<file path="src/rtl/rc6_pkg.sv">
// Shared definitions for the RC6 core: FSM states, width-generic rotates and key-index helpers.
package rc6_pkg;

  typedef enum logic [1:0] {ST_IDLE, ST_ROUND, ST_POST, ST_DONE} state_e;

  localparam int unsigned MAX_W = 64;

  // Rotates act on the low w bits of a MAX_W container; n must be below w.
  function automatic logic [MAX_W-1:0] rotl(input logic [MAX_W-1:0] x, input logic [6:0] n,
                                            input int unsigned w);
    logic [MAX_W-1:0] m;
    logic [MAX_W-1:0] xm;
    m  = (w >= MAX_W) ? '1 : ((MAX_W'(1) << w) - MAX_W'(1));
    xm = x & m;
    return ((xm << n) | (xm >> (w - 32'(n)))) & m;
  endfunction

  function automatic logic [MAX_W-1:0] rotr(input logic [MAX_W-1:0] x, input logic [6:0] n,
                                            input int unsigned w);
    logic [MAX_W-1:0] m;
    logic [MAX_W-1:0] xm;
    m  = (w >= MAX_W) ? '1 : ((MAX_W'(1) << w) - MAX_W'(1));
    xm = x & m;
    return ((xm >> n) | (xm << (w - 32'(n)))) & m;
  endfunction

  function automatic int unsigned key_even(input int unsigned i);
    return 2 * i;
  endfunction

  function automatic int unsigned key_odd(input int unsigned i);
    return 2 * i + 1;
  endfunction

endpackage

</file>
<file path="src/rtl/rc6_round.sv">
// One combinational RC6 round: decryption always, encryption added when RC6_ENC_EN is defined.
module rc6_round
  import rc6_pkg::*;
#(
  parameter int W = 32
) (
  input  logic [W-1:0] a_i,
  input  logic [W-1:0] b_i,
  input  logic [W-1:0] c_i,
  input  logic [W-1:0] d_i,
  input  logic [W-1:0] k0_i,
  input  logic [W-1:0] k1_i,
`ifdef RC6_ENC_EN
  input  logic         enc_i,
`endif
  output logic [W-1:0] a_o,
  output logic [W-1:0] b_o,
  output logic [W-1:0] c_o,
  output logic [W-1:0] d_o
);

  localparam int LGW = $clog2(W);

  function automatic logic [W-1:0] rl(input logic [W-1:0] x, input logic [LGW-1:0] n);
    return W'(rotl(MAX_W'(x), 7'(n), W));
  endfunction

  function automatic logic [W-1:0] rr(input logic [W-1:0] x, input logic [LGW-1:0] n);
    return W'(rotr(MAX_W'(x), 7'(n), W));
  endfunction

  function automatic logic [W-1:0] mix(input logic [W-1:0] x);
    return rl(x * ((x << 1) + W'(1)), LGW'(LGW));
  endfunction

  logic [W-1:0] t_dec, u_dec, a_dec, c_dec;

  // After the word rotation D is the incoming C and B is the incoming A.
  always_comb begin
    u_dec = mix(c_i);
    t_dec = mix(a_i);
    c_dec = rr(b_i - k1_i, t_dec[LGW-1:0]) ^ u_dec;
    a_dec = rr(d_i - k0_i, u_dec[LGW-1:0]) ^ t_dec;
  end

`ifdef RC6_ENC_EN
  logic [W-1:0] t_enc, u_enc, a_enc, c_enc;

  always_comb begin
    t_enc = mix(b_i);
    u_enc = mix(d_i);
    a_enc = rl(a_i ^ t_enc, u_enc[LGW-1:0]) + k0_i;
    c_enc = rl(c_i ^ u_enc, t_enc[LGW-1:0]) + k1_i;
  end

  assign a_o = enc_i ? b_i   : a_dec;
  assign b_o = enc_i ? c_enc : a_i;
  assign c_o = enc_i ? d_i   : c_dec;
  assign d_o = enc_i ? a_enc : c_i;
`else
  assign a_o = a_dec;
  assign b_o = a_i;
  assign c_o = c_dec;
  assign d_o = c_i;
`endif

endmodule

</file>
<file path="src/rtl/rc6_decrypt_core.sv">
// Iterative RC6 block engine, one round per clock. Defining RC6_ENC_EN adds a mode port
// (1 = encrypt) sampled with each accepted block.
module rc6_decrypt_core
  import rc6_pkg::*;
#(
  parameter int W = 32,
  parameter int R = 20
) (
  input  logic                   clk,
  input  logic                   rst,
  input  logic                   in_valid,
  output logic                   in_ready,
  input  logic [W-1:0]           in_a,
  input  logic [W-1:0]           in_b,
  input  logic [W-1:0]           in_c,
  input  logic [W-1:0]           in_d,
  input  logic [(2*R+4)*W-1:0]   key_s,
`ifdef RC6_ENC_EN
  input  logic                   mode,
`endif
  output logic                   out_valid,
  input  logic                   out_ready,
  output logic [W-1:0]           out_a,
  output logic [W-1:0]           out_b,
  output logic [W-1:0]           out_c,
  output logic [W-1:0]           out_d,
  output logic                   busy
);

  localparam int NK  = 2 * R + 4;
  localparam int KIW = $clog2(NK);
  localparam int CW  = $clog2(R + 1);

  logic [W-1:0] s_arr [NK];

  generate
    for (genvar gi = 0; gi < NK; gi++) begin : g_key
      assign s_arr[gi] = key_s[gi*W +: W];
    end
  endgenerate

  state_e        state_q, state_d;
  logic [CW-1:0] cnt_q, cnt_d;
  logic [W-1:0]  a_q, b_q, c_q, d_q;
  logic [W-1:0]  a_d, b_d, c_d, d_d;
  logic          enc_q, enc_d;
  logic          in_enc;
  int unsigned   rnd_idx;
  logic [W-1:0]  k0, k1;
  logic [W-1:0]  ra, rb, rc, rd;

`ifdef RC6_ENC_EN
  assign in_enc = mode;
`else
  assign in_enc = 1'b0;
`endif

  // The counter always runs R..1; encryption walks the key table upward instead.
  always_comb begin
    rnd_idx = enc_q ? (32'(R) + 32'd1 - 32'(cnt_q)) : 32'(cnt_q);
  end

  assign k0 = s_arr[KIW'(key_even(rnd_idx))];
  assign k1 = s_arr[KIW'(key_odd(rnd_idx))];

  rc6_round #(.W(W)) u_round (
    .a_i  (a_q),
    .b_i  (b_q),
    .c_i  (c_q),
    .d_i  (d_q),
    .k0_i (k0),
    .k1_i (k1),
`ifdef RC6_ENC_EN
    .enc_i(enc_q),
`endif
    .a_o  (ra),
    .b_o  (rb),
    .c_o  (rc),
    .d_o  (rd)
  );

  always_comb begin
    state_d = state_q;
    cnt_d   = cnt_q;
    enc_d   = enc_q;
    a_d     = a_q;
    b_d     = b_q;
    c_d     = c_q;
    d_d     = d_q;
    case (state_q)
      ST_IDLE: begin
        if (in_valid) begin
          enc_d   = in_enc;
          cnt_d   = CW'(R);
          state_d = ST_ROUND;
          if (in_enc) begin
            a_d = in_a;
            b_d = in_b + s_arr[0];
            c_d = in_c;
            d_d = in_d + s_arr[1];
          end else begin
            a_d = in_a - s_arr[NK-2];
            b_d = in_b;
            c_d = in_c - s_arr[NK-1];
            d_d = in_d;
          end
        end
      end
      ST_ROUND: begin
        a_d   = ra;
        b_d   = rb;
        c_d   = rc;
        d_d   = rd;
        cnt_d = cnt_q - CW'(1);
        if (cnt_q == CW'(1)) state_d = ST_POST;
      end
      ST_POST: begin
        state_d = ST_DONE;
        if (enc_q) begin
          a_d = a_q + s_arr[NK-2];
          c_d = c_q + s_arr[NK-1];
        end else begin
          b_d = b_q - s_arr[0];
          d_d = d_q - s_arr[1];
        end
      end
      ST_DONE: begin
        if (out_ready) state_d = ST_IDLE;
      end
      default: state_d = ST_IDLE;
    endcase
  end

  always_ff @(posedge clk) begin
    if (rst) begin
      state_q <= ST_IDLE;
      cnt_q   <= '0;
      enc_q   <= 1'b0;
      a_q     <= '0;
      b_q     <= '0;
      c_q     <= '0;
      d_q     <= '0;
    end else begin
      state_q <= state_d;
      cnt_q   <= cnt_d;
      enc_q   <= enc_d;
      a_q     <= a_d;
      b_q     <= b_d;
      c_q     <= c_d;
      d_q     <= d_d;
    end
  end

  assign in_ready  = (state_q == ST_IDLE);
  assign busy      = (state_q != ST_IDLE);
  assign out_valid = (state_q == ST_DONE);
  assign out_a     = a_q;
  assign out_b     = b_q;
  assign out_c     = c_q;
  assign out_d     = d_q;

endmodule

</file>
<file path="config.mk">
export PLATFORM = sky130hd
export DESIGN_NAME = rc6_decrypt_core
export DESIGN_NICKNAME = d
export VERILOG_FILES = /design/src/rtl/rc6_pkg.sv /design/src/rtl/rc6_round.sv /design/src/rtl/rc6_decrypt_core.sv
export SDC_FILE = /design/constraint.sdc
export NUM_CORES = 2
export LEC_CHECK = 0
export ABC_AREA = 0
export BUFFER_PORTS_ARGS = -buffer_cell sky130_fd_sc_hd__buf_4
export CAP_MARGIN = 40
export CORE_AREA = 5 5 648 650
export DETAILED_ROUTE_END_ITERATION = 16
export DIE_AREA = 0 0 653 655
export PLACE_DENSITY = 0.35
export SLEW_MARGIN = 20
export SYNTH_ARGS = -nofsm -noshare
export SYNTH_HDL_FRONTEND = slang
export SYNTH_HIERARCHICAL = 1
export SYNTH_SLANG_ARGS = --single-unit
export TNS_END_PERCENT = 5
</file>
<file path="constraint.sdc">
create_clock -name clk -period 13.3 [get_ports clk]
set_clock_uncertainty 0.2 [all_clocks]
set_input_delay 1.33 -clock clk [delete_from_list [all_inputs] [get_ports clk]]
set_output_delay 1.33 -clock clk [all_outputs]
set_load 0.02 [all_outputs]
</file>
==> run_results.csv <==
group,metric,value,unit
sta,slew_headroom,17.4,%
synthesis,synth-edff-count,0,
cts,clockRootBuffer,"clkbuf_16",
synthesis,synth_area_leaders,"fa_1 (23%), mux4_2 (15%), ha_1 (9.1%)",
die,placementRows,236,
place,dp_hpwl,534000,um
cts,cts_resized,0,
critical_path,cp.arrival,11.92,ns
status,status,"completed",
global_route,grt_pass1_wl,737000,um
synthesis,synthMuxAreaShare,18.9,%
cts,numCtsBuffers,25,
die,io-pin-count,1671,
worst_hold_path,worstHoldPathType,"reg2reg",
final_layout,final_area,83200,um^2
critical_path,critPathSlowestCell,"dfxtp_1",
critical_path,worst-setup-path-type,"reg2reg",
synthesis,ys.flop_type,"dfxtp_1",
drt,viasPerCell,4.69,
final_layout,fill_cells,46100,
synthesis,synth_cells,7105,
synthesis,ys_seq_elements,135,
cts,clockBufferDepth,3,
synthesis,synth_fp_nets,9838,
synthesis,synth_top_family_by_area,"adder cells",
drt,wl,590000,um
die,die_h,655,um
die,die-area,428000,um^2
cts,cts_setup_buffers,0,
place,place_congestion,1.01,
synthesis,synthArstFlopShare,0,%
synthesis,syn_avg_cell_area,8.83,um^2
die,die_x,653,um
global_route,gr-usage-all-layers,26.5,%
critical_path,crit_required,13.56,ns
synthesis,synthesis.area,62800,um^2
critical_path,cp_max_fo,23,
synthesis,synthXorXnorAreaFrac,4.90,%
sta,final.min_clock_period,11.66,ns
critical_path,cp_slowest_stage_delay,0.93,ns
drt,via_count,66600,
synthesis,synth-simple-area-share,12.9,%
sta,hold_violations,0,
cts,clk_pin_slew_worst_paths,0.06,ns
cts,clock_latency,0.57,ns
sta,fmax,85.7,MHz
cts,h-tree-depth,4,
sta,slew_violations,0,
global_route,grt_overflow,0,
sta,tightest_slew,1.24,ns
sta,tns,0,ns
die,start_util,15.2,%
synthesis,synthDistinctLibCells,123,
drt,drt_iter0_drc,6462,
cts,hold_buffers,0,
critical_path,cp-end-kind,"flip-flop",
critical_path,start_kind,"flip-flop",
global_route,grt_max_degree,85,
final_layout,final_nets,11300,
place,postPlaceCellArea,82000,um^2
synthesis,synth_largest_area_cell,"fa_1",
synthesis,synth_fa_ha_area_share,32.6,%
synthesis,synth_warnings,6,
final_layout,drive_above_1_share,29.9,%
drt,ant_nets,0,
die,coreArea,413000,um^2
synthesis,ys_seq_area_share,4.31,%
final_layout,area_growth,32.5,%
sta,post-route-period-util,87.7,%
global_route,antenna_found_initial,294,
synthesis,synth_top_cell_area_share,23.5,%
run,maxCapViolations,0,
synthesis,synth_compound_area_share,16.5,%
place,port_buffers,1670,
cts,cts_tree,"yes",
cts,cts_sinks,135,
drt,dr.pass1.iters,8,
critical_path,crit_top_cell,"fa_1",
sta,setup_viol_count_final,0,
sta,rsz0062_at_grt,"no",
global_route,grt_pass1_vias,67700,
drt,drc,0,
drt,routedWlPerCell,41.5,um
stage by stage:
step / utilization [%] / instances / setup WS (ns) / hold slack [ns]
2_1_floorplan: - / 7105 / 3.33 / 0.309
3_3_place_gp: 19.8 / 13900 / 0.752 / 0.273
3_5_place_dp: 19.9 / 14000 / 1.76 / 0.292
4_1_cts: 20.0 / 14000 / 1.69 / 0.302
5_1_grt: 20.1 / 14200 / 1.29 / 0.362
6_report: 20.2 / 14200 / 1.64 / 0.303
state kept, by name (all words and copies together) (netlist names):
name and flops:
out_b 32, state_q 2, out_d 32, out_c 32
out_a 32, cnt_q 5
critical path, delay by kind of cell, from the launching register on:
family,cells,cell delay [ns]
buffers and inverters,5,0.88
AND/OR/NAND/NOR,5,1.22
adder cells (fa/ha/maj),9,4.52
XOR/XNOR,1,0.62
flip-flops,1,0.93
AO/OA/AOI/OAI,9,3.11
cells in the mapped netlist (23+ instances only):
master	count
nand2_1	559
a21oi_1	364
nor4_1	35
and2_1	253
mux2_2	97
nor3_1	125
buf_2	41
fa_1	736
mux4_2	407
a22oi_1	81
inv_1	1081
buf_1	59
dfxtp_1	135
o21ai_1	27
a211oi_1	79
a21o_1	92
nand2b_1	36
o21ai_0	285
o21bai_1	28
and3_1	32
xor2_1	104
nand3_1	84
nand4_1	27
a221oi_1	66
a31oi_1	47
o211ai_1	64
or2_2	23
a211o_1	23
xnor2_1	234
buf_4	78
mux2i_1	156
nor2_1	394
nor2b_1	32
o21a_1	50
ha_1	457
o22ai_1	24
clkbuf_1	294
per-layer routing:
| layer | part of all wire [%] | GRT usage, % | up-vias | routed length [um] |
|---|---|---|---|---|
| met5 | 0.12 | 0 | - | 706 |
| met4 | 5.4 | 12.1 | 114 | 32000 |
| met3 | 7.9 | 6.93 | 635 | 46400 |
| met2 | 46 | 42.4 | 3409 | 270000 |
| met1 | 41 | 33.2 | 34600 | 241000 |
| li1 | - | - | 27800 | - |
worst paths after layout:
check	start	end	slack, ns	cells past startpoint
hold / removal	out_c[3]	out_c[3]	0.30	2
setup reg to reg	out_a[21]	out_c[25]	1.64	29
hold reg to reg	out_c[3]	out_c[3]	0.30	2
setup / recovery	out_a[21]	out_c[25]	1.64	29
placed cells by master, fill, tap and decap left out, drive strengths merged, types with 20 or more instances in the layout:
master	count
a22oi	81
nand3	84
a21oi	368
fa	736
xnor2	237
clkbuf	30
mux2i	158
nand4	28
dfxtp	135
a221oi	75
diode	183
mux2	98
and3	32
o21bai	29
buf	1888
nor2	396
o22ai	24
nor2b	32
mux4	407
xor2	106
or2	30
a211o	23
nor4	37
inv	1085
a21o	94
o211ai	66
and2	254
or3	20
nor3	131
a31oi	48
o21a	50
ha	457
a211oi	84
nand2	559
o21ai	315
nand2b	36
kinds of logic after synthesis:
kind of cell | count (synthesis)
AO/OA/AOI/OAI | 1516
adder cells (fa/ha/maj) | 1193
AND/OR/NAND/NOR | 1690
buffers and inverters | 1564
flip-flops | 135
XOR/XNOR | 344
multiplexers | 663
layout make-up:
type / instances / area [um^2] / share of cell area (%)
flip-flops and latches: 135 / 2720 / 3.27
diodes: 183 / 458 / 0.551
repair buffers: 1888 / 14400 / 17.3
well taps: 5474 / 6850 / 8.23
multi-input cells: 5406 / 54000 / 64.9
clock buffers: 30 / 664 / 0.799
inverters: 1088 / 4100 / 4.92
clock inverters: 2 / 60.1 / 0.0722
Power is not shown: default switching activity piles up to over one toggle a cycle in this logic, so the estimate is an artifact.
